--- src/rtl/seven_seg_pkg.sv ---
// Shared constants for the seven-segment display blocks: active-high glyphs
// for the BCD digits, the blank pattern and the bit positions inside seg.
package seven_seg_pkg;

  // Segment bit positions within the 8-bit {dp,g,f,e,d,c,b,a} bus
  localparam int SEG_A_BIT  = 0;
  localparam int SEG_B_BIT  = 1;
  localparam int SEG_C_BIT  = 2;
  localparam int SEG_D_BIT  = 3;
  localparam int SEG_E_BIT  = 4;
  localparam int SEG_F_BIT  = 5;
  localparam int SEG_G_BIT  = 6;
  localparam int SEG_DP_BIT = 7;

  // Active-high a..g patterns; bit 0 = segment a
  localparam logic [6:0] SEG_BLANK = 7'h00;
  localparam logic [6:0] GLYPH_0   = 7'h3F;
  localparam logic [6:0] GLYPH_1   = 7'h06;
  localparam logic [6:0] GLYPH_2   = 7'h5B;
  localparam logic [6:0] GLYPH_3   = 7'h4F;
  localparam logic [6:0] GLYPH_4   = 7'h66;
  localparam logic [6:0] GLYPH_5   = 7'h6D;
  localparam logic [6:0] GLYPH_6   = 7'h7D;
  localparam logic [6:0] GLYPH_7   = 7'h07;
  localparam logic [6:0] GLYPH_8   = 7'h7F;
  localparam logic [6:0] GLYPH_9   = 7'h6F;

endpackage

--- src/rtl/seven_seg_glyph_decode.sv ---
// Combinational BCD to active-high a..g glyph. Codes 10-15 are not valid
// BCD and light nothing, so a corrupted digit never masquerades as a zero.
module seven_seg_glyph_decode
  import seven_seg_pkg::*;
(
  input  logic [3:0] bcd,
  output logic [6:0] glyph
);

  // Glyph lookup; anything outside 0-9 is blank
  always_comb begin
    glyph = SEG_BLANK;
    case (bcd)
      4'd0:    glyph = GLYPH_0;
      4'd1:    glyph = GLYPH_1;
      4'd2:    glyph = GLYPH_2;
      4'd3:    glyph = GLYPH_3;
      4'd4:    glyph = GLYPH_4;
      4'd5:    glyph = GLYPH_5;
      4'd6:    glyph = GLYPH_6;
      4'd7:    glyph = GLYPH_7;
      4'd8:    glyph = GLYPH_8;
      4'd9:    glyph = GLYPH_9;
      default: glyph = SEG_BLANK;
    endcase
  end

endmodule

--- src/rtl/seven_seg_scan_driver.sv ---
// Time-multiplexed N-digit seven-segment driver. One digit is shown per
// slot of REFRESH_DIV cycles; the first GAP_CYCLES of every slot keep all
// anodes dark so the previous digit's cathodes cannot ghost onto the next.
// New values land in a pending frame and are only copied into the displayed
// (committed) frame at the frame boundary, so a frame never mixes two values.
module seven_seg_scan_driver
  import seven_seg_pkg::*;
#(
  parameter int NUM_DIGITS     = 4,
  parameter int REFRESH_DIV    = 50000,
  parameter int GAP_CYCLES     = 500,
  parameter bit ACTIVE_LOW_SEG = 1'b1,
  parameter bit ACTIVE_LOW_AN  = 1'b1
) (
  input  logic                    clk,
  input  logic                    rst,
  input  logic                    load,
  input  logic [4*NUM_DIGITS-1:0] bcd_in,
  input  logic [NUM_DIGITS-1:0]   dp_in,
  input  logic                    lz_en,
  output logic [7:0]              seg,
  output logic [NUM_DIGITS-1:0]   an,
  output logic                    frame_done
);

  localparam int CNT_W = $clog2(REFRESH_DIV);
  localparam int IDX_W = (NUM_DIGITS > 1) ? $clog2(NUM_DIGITS) : 1;

  localparam logic [CNT_W-1:0] CNT_LAST = CNT_W'(REFRESH_DIV - 1);
  localparam logic [CNT_W-1:0] CNT_PRE  = CNT_W'(REFRESH_DIV - 2);
  localparam logic [CNT_W:0]   GAP_LEN  = (CNT_W + 1)'(GAP_CYCLES);
  localparam logic [IDX_W-1:0] IDX_LAST = IDX_W'(NUM_DIGITS - 1);

  localparam logic [7:0]            SEG_OFF = ACTIVE_LOW_SEG ? 8'hFF : 8'h00;
  localparam logic [NUM_DIGITS-1:0] AN_OFF  = ACTIVE_LOW_AN ? {NUM_DIGITS{1'b1}} : '0;

  logic [CNT_W-1:0]        cnt_reg;
  logic [IDX_W-1:0]        idx_reg;
  logic [4*NUM_DIGITS-1:0] pend_bcd_reg;
  logic [NUM_DIGITS-1:0]   pend_dp_reg;
  logic [4*NUM_DIGITS-1:0] com_bcd_reg;
  logic [NUM_DIGITS-1:0]   com_dp_reg;
  logic [7:0]              seg_reg;
  logic [NUM_DIGITS-1:0]   an_reg;
  logic                    frame_done_reg;

  logic                    slot_end;
  logic                    frame_end;
  logic                    in_gap;
  logic [3:0]              digit_arr [NUM_DIGITS];
  logic [NUM_DIGITS-1:0]   zero_run;
  logic [NUM_DIGITS-1:0]   lz_mask;
  logic [3:0]              cur_bcd;
  logic [6:0]              cur_glyph;
  logic [7:0]              seg_next;
  logic [NUM_DIGITS-1:0]   an_next;

  assign slot_end  = (cnt_reg == CNT_LAST);
  assign frame_end = slot_end && (idx_reg == IDX_LAST);
  assign in_gap    = ({1'b0, cnt_reg} < GAP_LEN);

  // Split the committed frame into digits and build the leading-zero mask:
  // digit k is a leading zero when it and every digit above it read 0.
  for (genvar gi = 0; gi < NUM_DIGITS; gi++) begin : g_digit
    assign digit_arr[gi] = com_bcd_reg[4*gi +: 4];
    if (gi == NUM_DIGITS - 1) begin : g_top
      assign zero_run[gi] = (com_bcd_reg[4*gi +: 4] == 4'd0);
    end else begin : g_lower
      assign zero_run[gi] = (com_bcd_reg[4*gi +: 4] == 4'd0) && zero_run[gi+1];
    end
    if (gi == 0) begin : g_lsd
      assign lz_mask[gi] = 1'b0;
    end else begin : g_upper
      assign lz_mask[gi] = zero_run[gi];
    end
  end

  assign cur_bcd = digit_arr[idx_reg];

  seven_seg_glyph_decode u_decode (
    .bcd   (cur_bcd),
    .glyph (cur_glyph)
  );

  // Next pin values in active-high form, then the board polarity is applied
  always_comb begin
    seg_next = 8'h00;
    an_next  = '0;
    if (!in_gap) begin
      seg_next[SEG_DP_BIT]  = com_dp_reg[idx_reg];
      seg_next[SEG_G_BIT:SEG_A_BIT] =
        (lz_en && lz_mask[idx_reg]) ? SEG_BLANK : cur_glyph;
      an_next = NUM_DIGITS'(1) << idx_reg;
    end
    if (ACTIVE_LOW_SEG) seg_next = ~seg_next;
    if (ACTIVE_LOW_AN)  an_next  = ~an_next;
  end

  // Slot prescaler and digit index
  always_ff @(posedge clk) begin
    if (rst) begin
      cnt_reg <= '0;
      idx_reg <= '0;
    end else if (slot_end) begin
      cnt_reg <= '0;
      idx_reg <= frame_end ? '0 : idx_reg + 1'b1;
    end else begin
      cnt_reg <= cnt_reg + 1'b1;
    end
  end

  // Pending frame captures loads; committed frame follows it only at the boundary
  always_ff @(posedge clk) begin
    if (rst) begin
      pend_bcd_reg <= '0;
      pend_dp_reg  <= '0;
      com_bcd_reg  <= '0;
      com_dp_reg   <= '0;
    end else begin
      if (frame_end) begin
        com_bcd_reg <= pend_bcd_reg;
        com_dp_reg  <= pend_dp_reg;
      end
      if (load) begin
        pend_bcd_reg <= bcd_in;
        pend_dp_reg  <= dp_in;
      end
    end
  end

  // Registered pins; frame_done is high during the cycle that ends the frame
  always_ff @(posedge clk) begin
    if (rst) begin
      seg_reg        <= SEG_OFF;
      an_reg         <= AN_OFF;
      frame_done_reg <= 1'b0;
    end else begin
      seg_reg        <= seg_next;
      an_reg         <= an_next;
      frame_done_reg <= (cnt_reg == CNT_PRE) && (idx_reg == IDX_LAST);
    end
  end

  assign seg        = seg_reg;
  assign an         = an_reg;
  assign frame_done = frame_done_reg;

endmodule
--- config.mk ---
export PLATFORM = sky130hd
export DESIGN_NAME = seven_seg_scan_driver
export DESIGN_NICKNAME = d
export VERILOG_FILES = /design/src/rtl/seven_seg_pkg.sv /design/src/rtl/seven_seg_glyph_decode.sv /design/src/rtl/seven_seg_scan_driver.sv
export SDC_FILE = /design/constraint.sdc
export NUM_CORES = 1
export LEC_CHECK = 0
export ABC_AREA = 1
export CELL_PAD_IN_SITES_DETAIL_PLACEMENT = 1
export CELL_PAD_IN_SITES_GLOBAL_PLACEMENT = 1
export CORE_AREA = 2 2 98 100
export DETAILED_ROUTE_END_ITERATION = 8
export DIE_AREA = 0 0 100 102
export PLACE_DENSITY = 0.75
export SLEW_MARGIN = 20
export SYNTH_ARGS = -nofsm -noshare
export SYNTH_HDL_FRONTEND = slang
export SYNTH_HIERARCHICAL = 1
export SYNTH_SLANG_ARGS = --single-unit
--- constraint.sdc ---
create_clock -name clk -period 1.9 [get_ports clk]
set_input_delay 0.57 -clock clk [delete_from_list [all_inputs] [get_ports clk]]
set_output_delay 0.57 -clock clk [all_outputs]
set_load 0.03 [all_outputs]
==> out/qor.yml <==
route:
  wl_per_cell_um: 14.27
  vias: 2897
  wirelength_mm: 8.231
  drt_pre_antenna_iters: 5
  viasPerCell: 5.021
  drt_iter0_markers: 70
  drc: 0
  postRouteAntennaNets: 0
finish:
  postLayoutCoreUtil_pct: 43.24
  final_nets: 497
  design_area_sq_um: 3939
  multi_input_area_sq_um: 1619
  seq_area_sq_um: 1421
  num_antenna_cells: 0
  fillCellCount: 1126
  area_growth_pct: 20.11
  instances_no_fill: 577
  drive_gt1_share_pct: 13.73
pwr:
  leakage_nw: 1.467
  seq_power_share_pct: 55.0
  switching_share_pct: 23.86
  p_switching_mw: 0.6694
  powerDensity_nw_per_um2: 712.3
  p_clk_share_pct: 39.8
  intPower_mw: 2.136
  power_frac_comb_pct: 5.1
  vdd_drop_max_mv: 0.2895
  power_mw: 2.806
floorplan:
  initial_core_util_pct: 36.00
  dieHeight_um: 102
  rows: 35
  die_area_sq_um: 10200
  core_sq_um: 9109
  io_pins: 37
  die_w_um: 100
grt:
  grt_pass1_vias: 2896
  antenna_found_initial: 0
  grt_pass1_wl_mm: 14.02
  grt_usage_pct: 17.39
  grt_max_degree: 24
  grt_overflow: 0
worst_setup_path:
  crit_required_ps: 2120
  worstPathArrival_ps: 1930
  start_kind: "flop"
  crit_type: "flop to flop"
  endpoint_kind: "flop"
  crit_fanout: 13
sta:
  slew_headroom_pct: 61.56
  hold_viol: 0
  fin_worst_skew_ps: 10.25
  rsz0062_at_grt: "no"
  setup_viol: 0
  hold_slack_ps: 467.6
  fmax_mhz: 586.1
  drv_slew: 0
  setup_ws_ps: 193.7
  fin_crit_sh_pct: 89.80
  tns_ps: 0
  timing.final.crit_period_ps: 1706
  tightest_slew_ps: 575.9
logic_synthesis:
  syn_nets: 457
  synth-seq-cells: 71
  synth.distinct_cells: 36
  synth_area_sq_um: 3279
  synth_edf_count: 0
  yosysWarnings: 6
  synth.avg_cell_area_sq_um: 7.790
  seq_area_frac_synth_pct: 43.34
  async_flop_share_pct: 0
  syn_inst: 421
  synthFlopType: "dfxtp_1"
clock_tree:
  numClockSinks: 71
  cts_buffers: 9
  worstSkewPairLatency_ps: 350
  cts_tree: "done"
  clockBufferDepth: 2
  cts.clk_slew.worst_paths_ps: 80
  cts_max_level: 3
  ctsRootBufferMaster: "clkbuf_8"
placement:
  hpwl_mm: 5.975
  io_buffers: 36
  dpl.cell_count: 561
  finalWeightedCongestion: 0.7821
  pre_cts_ws_ps: 96.88
  dpl_cell_area_sq_um: 3764
hold_path:
  min_path_type: "flop to flop"
outcome:
  status: "finished, final reports clean"
flow_run:
  drv_cap: 0
-- synthesized netlist by cell type, drive strengths merged, types with 4 or more instances --
cell type / count / area (sq um)
nand2: 79 / 316.5
nor2: 78 / 336.6
dfxtp: 71 / 1421
o21ai: 36 / 180.2
a21oi: 33 / 180.2
inv: 25 / 93.84
nand4: 24 / 150.1
nand3: 23 / 160.2
ha: 12 / 150.1
buf: 11 / 103.8
clkbuf: 9 / 33.78
nor3: 5 / 47.54
xor2: 4 / 35.03
-- logic make-up after synthesis --
group                    count (synthesis)  synth area share (%)
AND/OR/NAND/NOR                        212                 31.44
flip-flops                              71                 43.34
buffers and inverters                   47                 7.287
adder cells (fa/ha/maj)                 12                 4.578
AO/OA/AOI/OAI                           74                 12.02
XOR/XNOR                                 5                 1.335
-- metal layers --
| metal | vias up | GRT usage, % | routed length (um) |
|---|---|---|---|
| met4 | 0 | 6.955 | 146 |
| met5 | - | 0 | 0 |
| met2 | 40 | 29.00 | 3944 |
| li1 | 1470 | - | - |
| met1 | 1376 | 22.73 | 3924 |
| met3 | 11 | 2.736 | 215 |
-- area by class of cell --
class,instances,area share (%)
timing repair buffer,49,12.04
tap,111,3.526
multi-input combinational,303,41.11
sequential,71,36.09
inverter,27,2.573
clock buffer,11,3.844
clock inverter,5,0.8259
-- critical path, cell delays in order (launching register included) --
cell and delay (ps):
dfxtp_1 350, buf_4 200, nor2_1 70, o21ai_0 220
inv_1 140, ha_1 300, nand2_1 60, nand2_1 90
nand2_1 50, nand2_1 50, nand3_1 70
-- repair_timing --
action | CTS | global route
buffers inserted | 0 | 0
pin swaps | 0 | 0
resized for setup | 11 | 5
cloned | 0 | 0
hold buffers | 0 | 0
setup endpoints to repair | 11 | 5
-- placed cells by master (no fill, tap or decap), types with 2 or more instances in the layout --
| master | instances |
|---|---|
| o21ai_0 | 34 |
| nand3_2 | 4 |
| a21oi_2 | 4 |
| o22ai_1 | 2 |
| nor3_1 | 3 |
| inv_1 | 21 |
| dlygate4sd2_1 | 11 |
| or2_2 | 2 |
| nand3_1 | 17 |
| ha_1 | 12 |
| nor2_2 | 8 |
| nor3_4 | 2 |
| dfxtp_1 | 71 |
| clkinvlp_4 | 3 |
| buf_4 | 11 |
| nand4_1 | 24 |
| xor2_1 | 4 |
| dlymetal6s2s_1 | 2 |
| clkdlybuf4s50_1 | 23 |
| buf_12 | 2 |
| inv_2 | 5 |
| nor2_1 | 68 |
| o21ai_1 | 2 |
| clkinv_2 | 2 |
| a21oi_1 | 29 |
| nand2_2 | 5 |
| clkbuf_8 | 11 |
| nand2_1 | 73 |
| nand3_4 | 2 |
-- path summary, 6_finish.rpt --
kind	startpoint	depth (start not counted)	slack (ps)	to
setup / recovery	idx_reg[0]$_SDFFE_PP0P_	10	190	seg[3]$_SDFF_PP1_
hold reg to reg	com_bcd_reg[9]$_SDFFE_PP0P_	2	470	com_bcd_reg[9]$_SDFFE_PP0P_
hold / removal	com_bcd_reg[9]$_SDFFE_PP0P_	2	470	com_bcd_reg[9]$_SDFFE_PP0P_
setup reg to reg	idx_reg[0]$_SDFFE_PP0P_	10	190	seg[3]$_SDFF_PP1_
-- power by group through the flow --
| stage | registers, mW | logic (mW) | clock network, mW |
|---|---|---|---|
| after global routing | 1.55 | 0.161 | 1.21 |
| after CTS | 1.54 | 0.146 | 1.16 |
| after floorplan | 1.57 | 0.0710 | 0 |
| after global placement | 1.58 | 0.141 | 0 |
| after detailed placement | 1.58 | 0.145 | 0 |
| final | 1.54 | 0.144 | 1.12 |
Note: power is estimated with default switching activity, not from simulation.
